==> src/rtl/br_resolve_ctrl.sv <==
// br_resolve_ctrl
//   Branch resolution for the EX stage. Selects the comparator mode, turns
//   the comparator flags into a taken/not-taken outcome, and compares the
//   resulting next PC with the one the front end fetched. On a mismatch it
//   issues a one-cycle registered flush with the corrected PC. Every resolved
//   legal branch is queued for predictor training, and saturating counters
//   track branches, mispredicts and dropped training updates.
//
// Ports
//   i_clk, i_rst_n            clock, synchronous active-low reset
//   i_br_valid, i_stall       branch present in EX / EX not consumed
//   i_funct3, i_pc, i_imm     branch decode fields
//   i_pred_pc                 next PC fetched after this branch
//   o_br_un                   comparator mode (1 = unsigned)
//   i_br_less, i_br_equal     comparator flags
//   o_flush, o_redirect_pc    one-cycle flush and corrected next PC
//   o_illegal                 one-cycle pulse for funct3 010/011
//   o_upd_*, i_upd_ready      predictor training queue head and handshake
//   o_br_cnt, o_mispred_cnt,
//   o_drop_cnt                saturating performance counters
module br_resolve_ctrl #(
   parameter int UPD_DEPTH = 2,
   parameter int CNT_W     = 32
) (
   input  logic              i_clk,
   input  logic              i_rst_n,
   input  logic              i_br_valid,
   input  logic              i_stall,
   input  logic [2:0]        i_funct3,
   input  logic [31:0]       i_pc,
   input  logic [31:0]       i_imm,
   input  logic [31:0]       i_pred_pc,
   output logic              o_br_un,
   input  logic              i_br_less,
   input  logic              i_br_equal,
   output logic              o_flush,
   output logic [31:0]       o_redirect_pc,
   output logic              o_illegal,
   output logic              o_upd_valid,
   input  logic              i_upd_ready,
   output logic [31:0]       o_upd_pc,
   output logic              o_upd_taken,
   output logic              o_upd_mispred,
   output logic [CNT_W-1:0]  o_br_cnt,
   output logic [CNT_W-1:0]  o_mispred_cnt,
   output logic [CNT_W-1:0]  o_drop_cnt
);

   localparam int AW   = $clog2(UPD_DEPTH);
   localparam int CNTW = AW + 1;

   typedef struct packed {
      logic [31:0] pc;
      logic        taken;
      logic        mispred;
   } upd_t;

   upd_t            fifo_mem [UPD_DEPTH];
   logic [AW-1:0]   rd_ptr;
   logic [AW-1:0]   wr_ptr;
   logic [CNTW-1:0] count;

   logic        fire;
   logic        legal;
   logic        taken;
   logic        mispred;
   logic [31:0] actual_pc;
   logic        push;
   logic        pop;
   logic        full;
   logic        push_ok;

   function automatic logic [CNT_W-1:0] sat_inc(input logic [CNT_W-1:0] v);
      return (v == '1) ? v : v + CNT_W'(1);
   endfunction

   assign o_br_un = i_funct3[1];

   // A branch sitting in EX while the flush is out is on the wrong path.
   assign fire = i_br_valid & ~i_stall & ~o_flush & i_rst_n;

   always_comb begin
      taken = 1'b0;
      legal = 1'b1;
      case (i_funct3)
         3'b000:  taken = i_br_equal;
         3'b001:  taken = ~i_br_equal;
         3'b100:  taken = i_br_less;
         3'b101:  taken = ~i_br_less;
         3'b110:  taken = i_br_less;
         3'b111:  taken = ~i_br_less;
         default: legal = 1'b0;
      endcase
   end

   assign actual_pc = taken ? (i_pc + i_imm) : (i_pc + 32'd4);
   assign mispred   = (actual_pc != i_pred_pc);

   assign push    = fire & legal;
   assign full    = (count == CNTW'(UPD_DEPTH));
   assign pop     = o_upd_valid & i_upd_ready;
   // When full, a same-cycle pop frees the slot the push lands in.
   assign push_ok = push & (~full | pop);

   assign o_upd_valid   = (count != '0);
   assign o_upd_pc      = o_upd_valid ? fifo_mem[rd_ptr].pc      : 32'd0;
   assign o_upd_taken   = o_upd_valid ? fifo_mem[rd_ptr].taken   : 1'b0;
   assign o_upd_mispred = o_upd_valid ? fifo_mem[rd_ptr].mispred : 1'b0;

   always_ff @(posedge i_clk) begin
      if (!i_rst_n) begin
         o_flush       <= 1'b0;
         o_redirect_pc <= 32'd0;
         o_illegal     <= 1'b0;
         o_br_cnt      <= '0;
         o_mispred_cnt <= '0;
         o_drop_cnt    <= '0;
         rd_ptr        <= '0;
         wr_ptr        <= '0;
         count         <= '0;
      end else begin
         o_flush   <= push & mispred;
         o_illegal <= fire & ~legal;
         if (push & mispred)
            o_redirect_pc <= actual_pc;
         if (push)
            o_br_cnt <= sat_inc(o_br_cnt);
         if (push & mispred)
            o_mispred_cnt <= sat_inc(o_mispred_cnt);
         if (push & ~push_ok)
            o_drop_cnt <= sat_inc(o_drop_cnt);
         if (pop)
            rd_ptr <= rd_ptr + AW'(1);
         if (push_ok)
            wr_ptr <= wr_ptr + AW'(1);
         count <= count + CNTW'(push_ok) - CNTW'(pop);
      end
   end

   // Storage needs no reset: the head is masked to zero whenever empty.
   always_ff @(posedge i_clk) begin
      if (push_ok)
         fifo_mem[wr_ptr] <= '{pc: i_pc, taken: taken, mispred: mispred};
   end

endmodule

==> config.mk <==
export PLATFORM = sky130hd
export DESIGN_NAME = br_resolve_ctrl
export DESIGN_NICKNAME = d
export VERILOG_FILES = /design/src/rtl/br_resolve_ctrl.sv
export SDC_FILE = /design/constraint.sdc
export NUM_CORES = 1
export LEC_CHECK = 0
export CORE_MARGIN = 3
export CORE_UTILIZATION = 52
export CTS_BUF_LIST = sky130_fd_sc_hd__clkbuf_2
export DETAILED_ROUTE_END_ITERATION = 10
export PLACE_DENSITY = 0.81
export RECOVER_POWER = 25
export SETUP_SLACK_MARGIN = 0.02
export SLEW_MARGIN = 20
export SYNTH_ARGS = -nofsm -noshare
export SYNTH_HDL_FRONTEND = slang
export SYNTH_SLANG_ARGS = --single-unit
==> constraint.sdc <==
create_clock -name i_clk -period 5.9 [get_ports i_clk]
set_input_delay 0.59 -clock i_clk [delete_from_list [all_inputs] [get_ports i_clk]]
set_output_delay 0.59 -clock i_clk [all_outputs]
set_load 0.005 [all_outputs]
### Word level (Yosys, flattened, before mapping)

Memories as Yosys holds them, arrays and structs flattened. A register that Yosys moved wholly into a read port is not among the register bits.
Index checks and enable logic that the tools add are counted.
W data, S select, Z words.

| operators by class | value |
|---|---|
| muxes and demuxes | 10 |
| reductions and logical operators | 8 |
| bitwise gates (word level) | 20 |
| add/subtract/negate cells | 9 |
| eq/ne operators | 10 |

Operators with widths:

| operator | number |
|---|---|
| $add A32 B1 Y32 const B | 3 |
| $eq A32 B32 Y1 const B | 3 |
| $mux W32 | 2 |
| $add A32 B3 Y32 const B | 1 |
| $add A32 B32 Y32 | 1 |
| $ne A32 B32 Y1 | 1 |
| $eq A3 B3 Y1 const B | 4 |
| $not A1 Y1 | 10 |
| $and A1 B1 Y1 | 9 |
| $mux W1 | 7 |
| $reduce_and A2 Y1 | 3 |
| $reduce_or A6 Y1 | 1 |
| $pmux W1 S4 | 1 |
| $reduce_or A2 Y1 | 2 |
| $eq A3 B1 Y1 const B | 1 |
| $logic_not A3 Y1 | 1 |
| $add A1 B1 Y1 const B | 2 |
| $add A2 B1 Y2 | 1 |
| $eq A2 B2 Y1 const B | 1 |
| $reduce_bool A2 Y1 | 1 |
| $sub A2 B1 Y2 | 1 |
| $or A1 B1 Y1 | 1 |

| word-level totals | value |
|---|---|
| memory bits (writable) | 68 |
| bits in registers | 134 |
| memories | 1 |
| word-level logic and storage cells | 67 |

Memory list:

| name | depth | bits a word | rd ports | clocked after memory_dff | wr ports | RTL line | RTL |
|---|---|---|---|---|---|---|---|
| fifo_mem | 2 | 34 | 1 | 1 | 1 | 58 | `upd_t fifo_mem [UPD_DEPTH];` |

### Depth between registers and ports, before layout

| depth | value |
|---|---|
| word-level depth | 9 |
| gate-level depth with buffers | 17 |
| depth with buffers taken out | 16 |

### Worst setup path before layout

Ideal clock, no wire load.

| timing path | value |
|---|---|
| path type | in2reg |
| start point | input i_pc[0] |
| end point | register o_mispred_cnt[4] |
| setup time | 0.072 ns |
| data arrival time | 4.237 ns |
| buffers on the path | 1 |
| setup slack | 1.591 ns |
| cell stages on the path | 17 |
| cell sequence | ha_1 -> inv_1 -> fa_1 -> and2b_1 -> o21ai_2 -> a211oi_4 -> o21ai_1 -> or3_1 -> and4_1 -> a2111oi_0 -> nand4_1 -> nor4b_4 -> or2b_4 -> inv_2 -> buf_2 -> nand4_1 -> mux2i_1 |

| on the way | value |
|---|---|
| word-level cells in the longest chain between the ends | 5 |
| elaborated cells on any way between the ends | 6 |
| those cells by class | add/sub: 2; eq/ne: 1; mux: 1; bitwise: 1; reduce/logical: 1 |

Ends and longest elaborated chain:

| what | RTL line | RTL |
|---|---|---|
| from (decl) | 30 | `input logic [31:0] i_pc,` |
| $add A32 B3 Y32 or $add A32 B32 Y32 (tied branches) | 96 | `assign actual_pc = taken ? (i_pc + i_imm) : (i_pc + 32'd4);` |
| $mux W32 * | 96 |  |
| $ne A32 B32 Y1 * | 97 | `assign mispred = (actual_pc != i_pred_pc);` |
| $and A1 B1 Y1 * | 128 | `if (push & mispred)` |
| $reduce_and A2 Y1 (no line) * | - |  |
| to (signal assigned) | 129 | `o_mispred_cnt <= sat_inc(o_mispred_cnt);` |
| to (decl) | 45 | `output logic [CNT_W-1:0] o_mispred_cnt,` |

Every way passes the cells marked *; elsewhere a longest branch is shown, timed or not.
A chain may end at the register's enable or synchronous reset.

### Worst setup path after layout

| timing path | value |
|---|---|
| start point | input i_pc[0] |
| end point | register o_mispred_cnt[2] |

The elaborated chain is that of the path after synthesis.

==> impl_metrics.csv <==
group,metric,value,unit
detailed_routing,detail_route.vias_per_cell,5.92,
synthesis,synthFlopType,"dfxtp_1",
synthesis,synth-edff-count,68,
floorplanning,ios,272,
finish,layout.cells.non_filler,2097,
clocking,cts_tree,"yes",
sta,setup_slack,0.814,ns
synthesis,yosysWarnings,0,
power,power_density,219,nW/um^2
clocking,clkTransAtPathRegs,0.11,ns
critical_path,cp.required,6.63,ns
global_route,antenna_found_initial,2,
finish,drive_gt1_frac,0.0687,
floorplanning,start_util,0.535,
synthesis,ys_ff_latch,203,
place,gp_congestion,1.00,
floorplanning,core.rowCount,56,
detailed_routing,drt-initial-drc-count,1027,
global_route,grt_pass1_wl,62.4,mm
place,post_dp_cell_area,15600,sq um
place,place_inst,1998,
sta,fin_setup_tns,0,ns
critical_path,rrSetupSlack,1.94,ns
synthesis,synthArstFlopShare,0,
critical_path,timing_worst_setup_path_type,"input port to flip-flop",
power,p_total,3.52,mW
finish,syn2layout_area_growth,26.9,%
detailed_routing,vias,12415,
clocking,cts_hold_buf,0,
status,violations,"capacitance limit, slew limit",
global_route,grt_overflow,0,
global_route,grt_max_degree,99,
detailed_routing,route.detailed.drc,0,
sta,hold_viol,0,
sta,whs,0.181,ns
synthesis,synth_cells,1463,
synthesis,synth.net_count,1607,
floorplanning,core-area,23700,sq um
floorplanning,dieArea,26300,sq um
place,dp_hpwl,30.0,mm
power,ir_drop,156,uV
run,drv_cap,1,
synthesis,netlist-cell-type-count,85,
critical_path,cp-start-kind,"input port",
detailed_routing,wirelength,40.0,mm
synthesis,syn_area_per_cell,8.66,sq um
synthesis,synth_area,12700,sq um
sta,fin_crit,5.09,ns
power,leakagePower,5.99,nW
floorplanning,die_h,162,microns
critical_path,cp_data_arrival_time,5.82,ns
sta,slew_headroom,-0.152,
sta,setup_violations,0,
clocking,root_buffer,"clkbuf_2",
status,status,"finished with violations",
critical_path,r2r-start,"o_flush$_SDFF_PN0_",
min_path,hp-class,"input port to flip-flop",
global_route,grt_pass1_vias,11710,
finish,fin_util,0.679,
critical_path,setup.worst_path.start,"i_pc[0]",
finish,most-common-layout-cells,"198 x clkdlybuf4s50_1, 182 x nor2_1, 139 x nand2_1",
synthesis,synth_seq_area_share,0.374,
critical_path,endpoint_kind,"flip-flop",
sta,clock.fmax,197,MHz
clocking,ctsLongestPathBuffers,3,
detailed_routing,first_pass_iters,5,
critical_path,r2r-end,"o_drop_cnt[27]$_SDFFE_PN0P_",
place,pre_cts_ws,0.117,ns
global_route,grt.total_usage,0.294,
finish,fin_nets,1878,
floorplanning,fp.dieW,162,microns
clocking,cts_setup_buffers,0,
critical_path,critPathMaxFanout,50,
clocking,cts_resized,0,
detailed_routing,drt.antenna.violating_nets,0,
sta,finClkSkew,0.0632,ns
detailed_routing,wire_per_inst,19.1,microns
clocking,numCtsBuffers,53,
sta,rsz0062_at_grt,"no",
critical_path,worstRegToRegCells,10,
sta,tightestPinTransition,1.73,ns
sta,fin_crit_sh,0.862,
clocking,clock_latency,0.86,ns
finish,final_common_cell,"clkdlybuf4s50_1",
clocking,clock_sinks,203,
finish,n_fill_cell,1998,
clocking,cts.htree.levels,2,
critical_path,crit_end,"o_mispred_cnt[2]$_SDFFE_PN0P_",
finish,final_area,16100,sq um
sta,final_max_slew_viol_count,36,
place,io_buffers,271,
==> registers in the layout (all words and copies together) (netlist names), named ones only <==
| register | count |
|---|---|
| fifo_mem | 68 |
| o_br_cnt | 32 |
| o_drop_cnt | 32 |
| o_mispred_cnt | 32 |
| o_redirect_pc | 32 |
| count | 2 |
| o_flush | 1 |
| o_illegal | 1 |
| rd_ptr | 1 |
| wr_ptr | 1 |
==> worst max-delay path, stage by stage <==
cell,delay (ns)
dlygate4sd3_1,0.63
ha_1,0.22
inv_1,0.06
fa_1,0.39
and2b_1,0.27
o21ai_2,0.17
a211oi_4,0.41
o21ai_1,0.26
or3_1,0.40
and4_1,0.20
a2111oi_0,0.51
nand4_1,0.25
nor4b_4,0.39
or2b_4,0.24
inv_2,0.36
nand3_1,0.24
mux2i_1,0.20
==> where the power goes <==
part	switching (mW)	internal (mW)	leakage, nW
clock	0.593	0.339	0.345
combinational	0.545	0.503	3.94
sequential	0.0613	1.48	1.71
total	1.20	2.32	5.99
==> how the worst min path moves through the flow <==
| stage | cells after the start | start | slack [ns] | end |
|---|---|---|---|---|
| 5_1_grt | 4 | i_rst_n | 0.14 | o_illegal$_SDFF_PN0_ |
| 3_5_place_dp | 2 | o_redirect_pc[30]$_SDFFE_PN0P_ | 0.45 | o_redirect_pc[30]$_SDFFE_PN0P_ |
| 4_1_cts | 4 | i_rst_n | 0.13 | o_illegal$_SDFF_PN0_ |
| 2_1_floorplan | 2 | o_redirect_pc[30]$_SDFFE_PN0P_ | 0.45 | o_redirect_pc[30]$_SDFFE_PN0P_ |
| 3_3_place_gp | 2 | o_redirect_pc[5]$_SDFFE_PN0P_ | 0.45 | o_redirect_pc[5]$_SDFFE_PN0P_ |
| 6_report | 4 | i_rst_n | 0.18 | o_illegal$_SDFF_PN0_ |
==> Yosys cell counts, drive strengths merged, types with 4 or more instances <==
cell	instances	area [sq um]
nor4	23	144
a311oi	5	43.8
and2	17	106
nand2b	33	206
o31a	4	35.0
clkbuf	51	195
nor3	44	230
nor3b	4	30.0
a21oi	63	315
o21a	11	82.6
and4	20	175
nand3b	7	52.6
or4	8	60.1
or3	29	181
a21o	15	113
a211oi	9	85.1
a31oi	14	87.6
nand4	53	338
o211a	6	60.1
nand2	139	522
o21ai	46	238
o31ai	8	60.1
o221ai	4	35.0
ha	37	463
nand4b	4	35.0
o211ai	10	75.1
inv	28	105
dfxtp	135	2700
a2111oi	5	50.0
and3	29	181
nor2b	4	25.0
edfxtp	68	2040
mux2i	83	831
nor2	184	691
xor2	67	587
buf	25	143
xnor2	47	412
nand3	67	335
==> layout make-up <==
class                      count  area (sq um)  share of cell area
sequential                   203          4750               0.295
inverter                      28           105             0.00653
clock buffer                  72           360              0.0224
tap                          319           399              0.0248
timing repair buffer         292          2870               0.178
antenna                        2          5.00            0.000311
clock inverter                25           104             0.00646
multi-input combinational   1156          7490               0.466
==> cell families after synthesis <==
group                    after synthesis  share of synthesized area
multiplexers                          85                     0.0673
buffers and inverters                104                     0.0349
AO/OA/AOI/OAI                        239                      0.129
AND/OR/NAND/NOR                      676                      0.270
adder cells (fa/ha/maj)               38                     0.0381
XOR/XNOR                             118                     0.0860
flip-flops                           203                      0.374
==> layer usage <==
layer	global-route usage	wire length [microns]
met5	0	0
met4	0.114	1310
met3	0.0584	3410
met2	0.476	18500
met1	0.389	16800
Note: power is estimated with default switching activity, not from simulation.
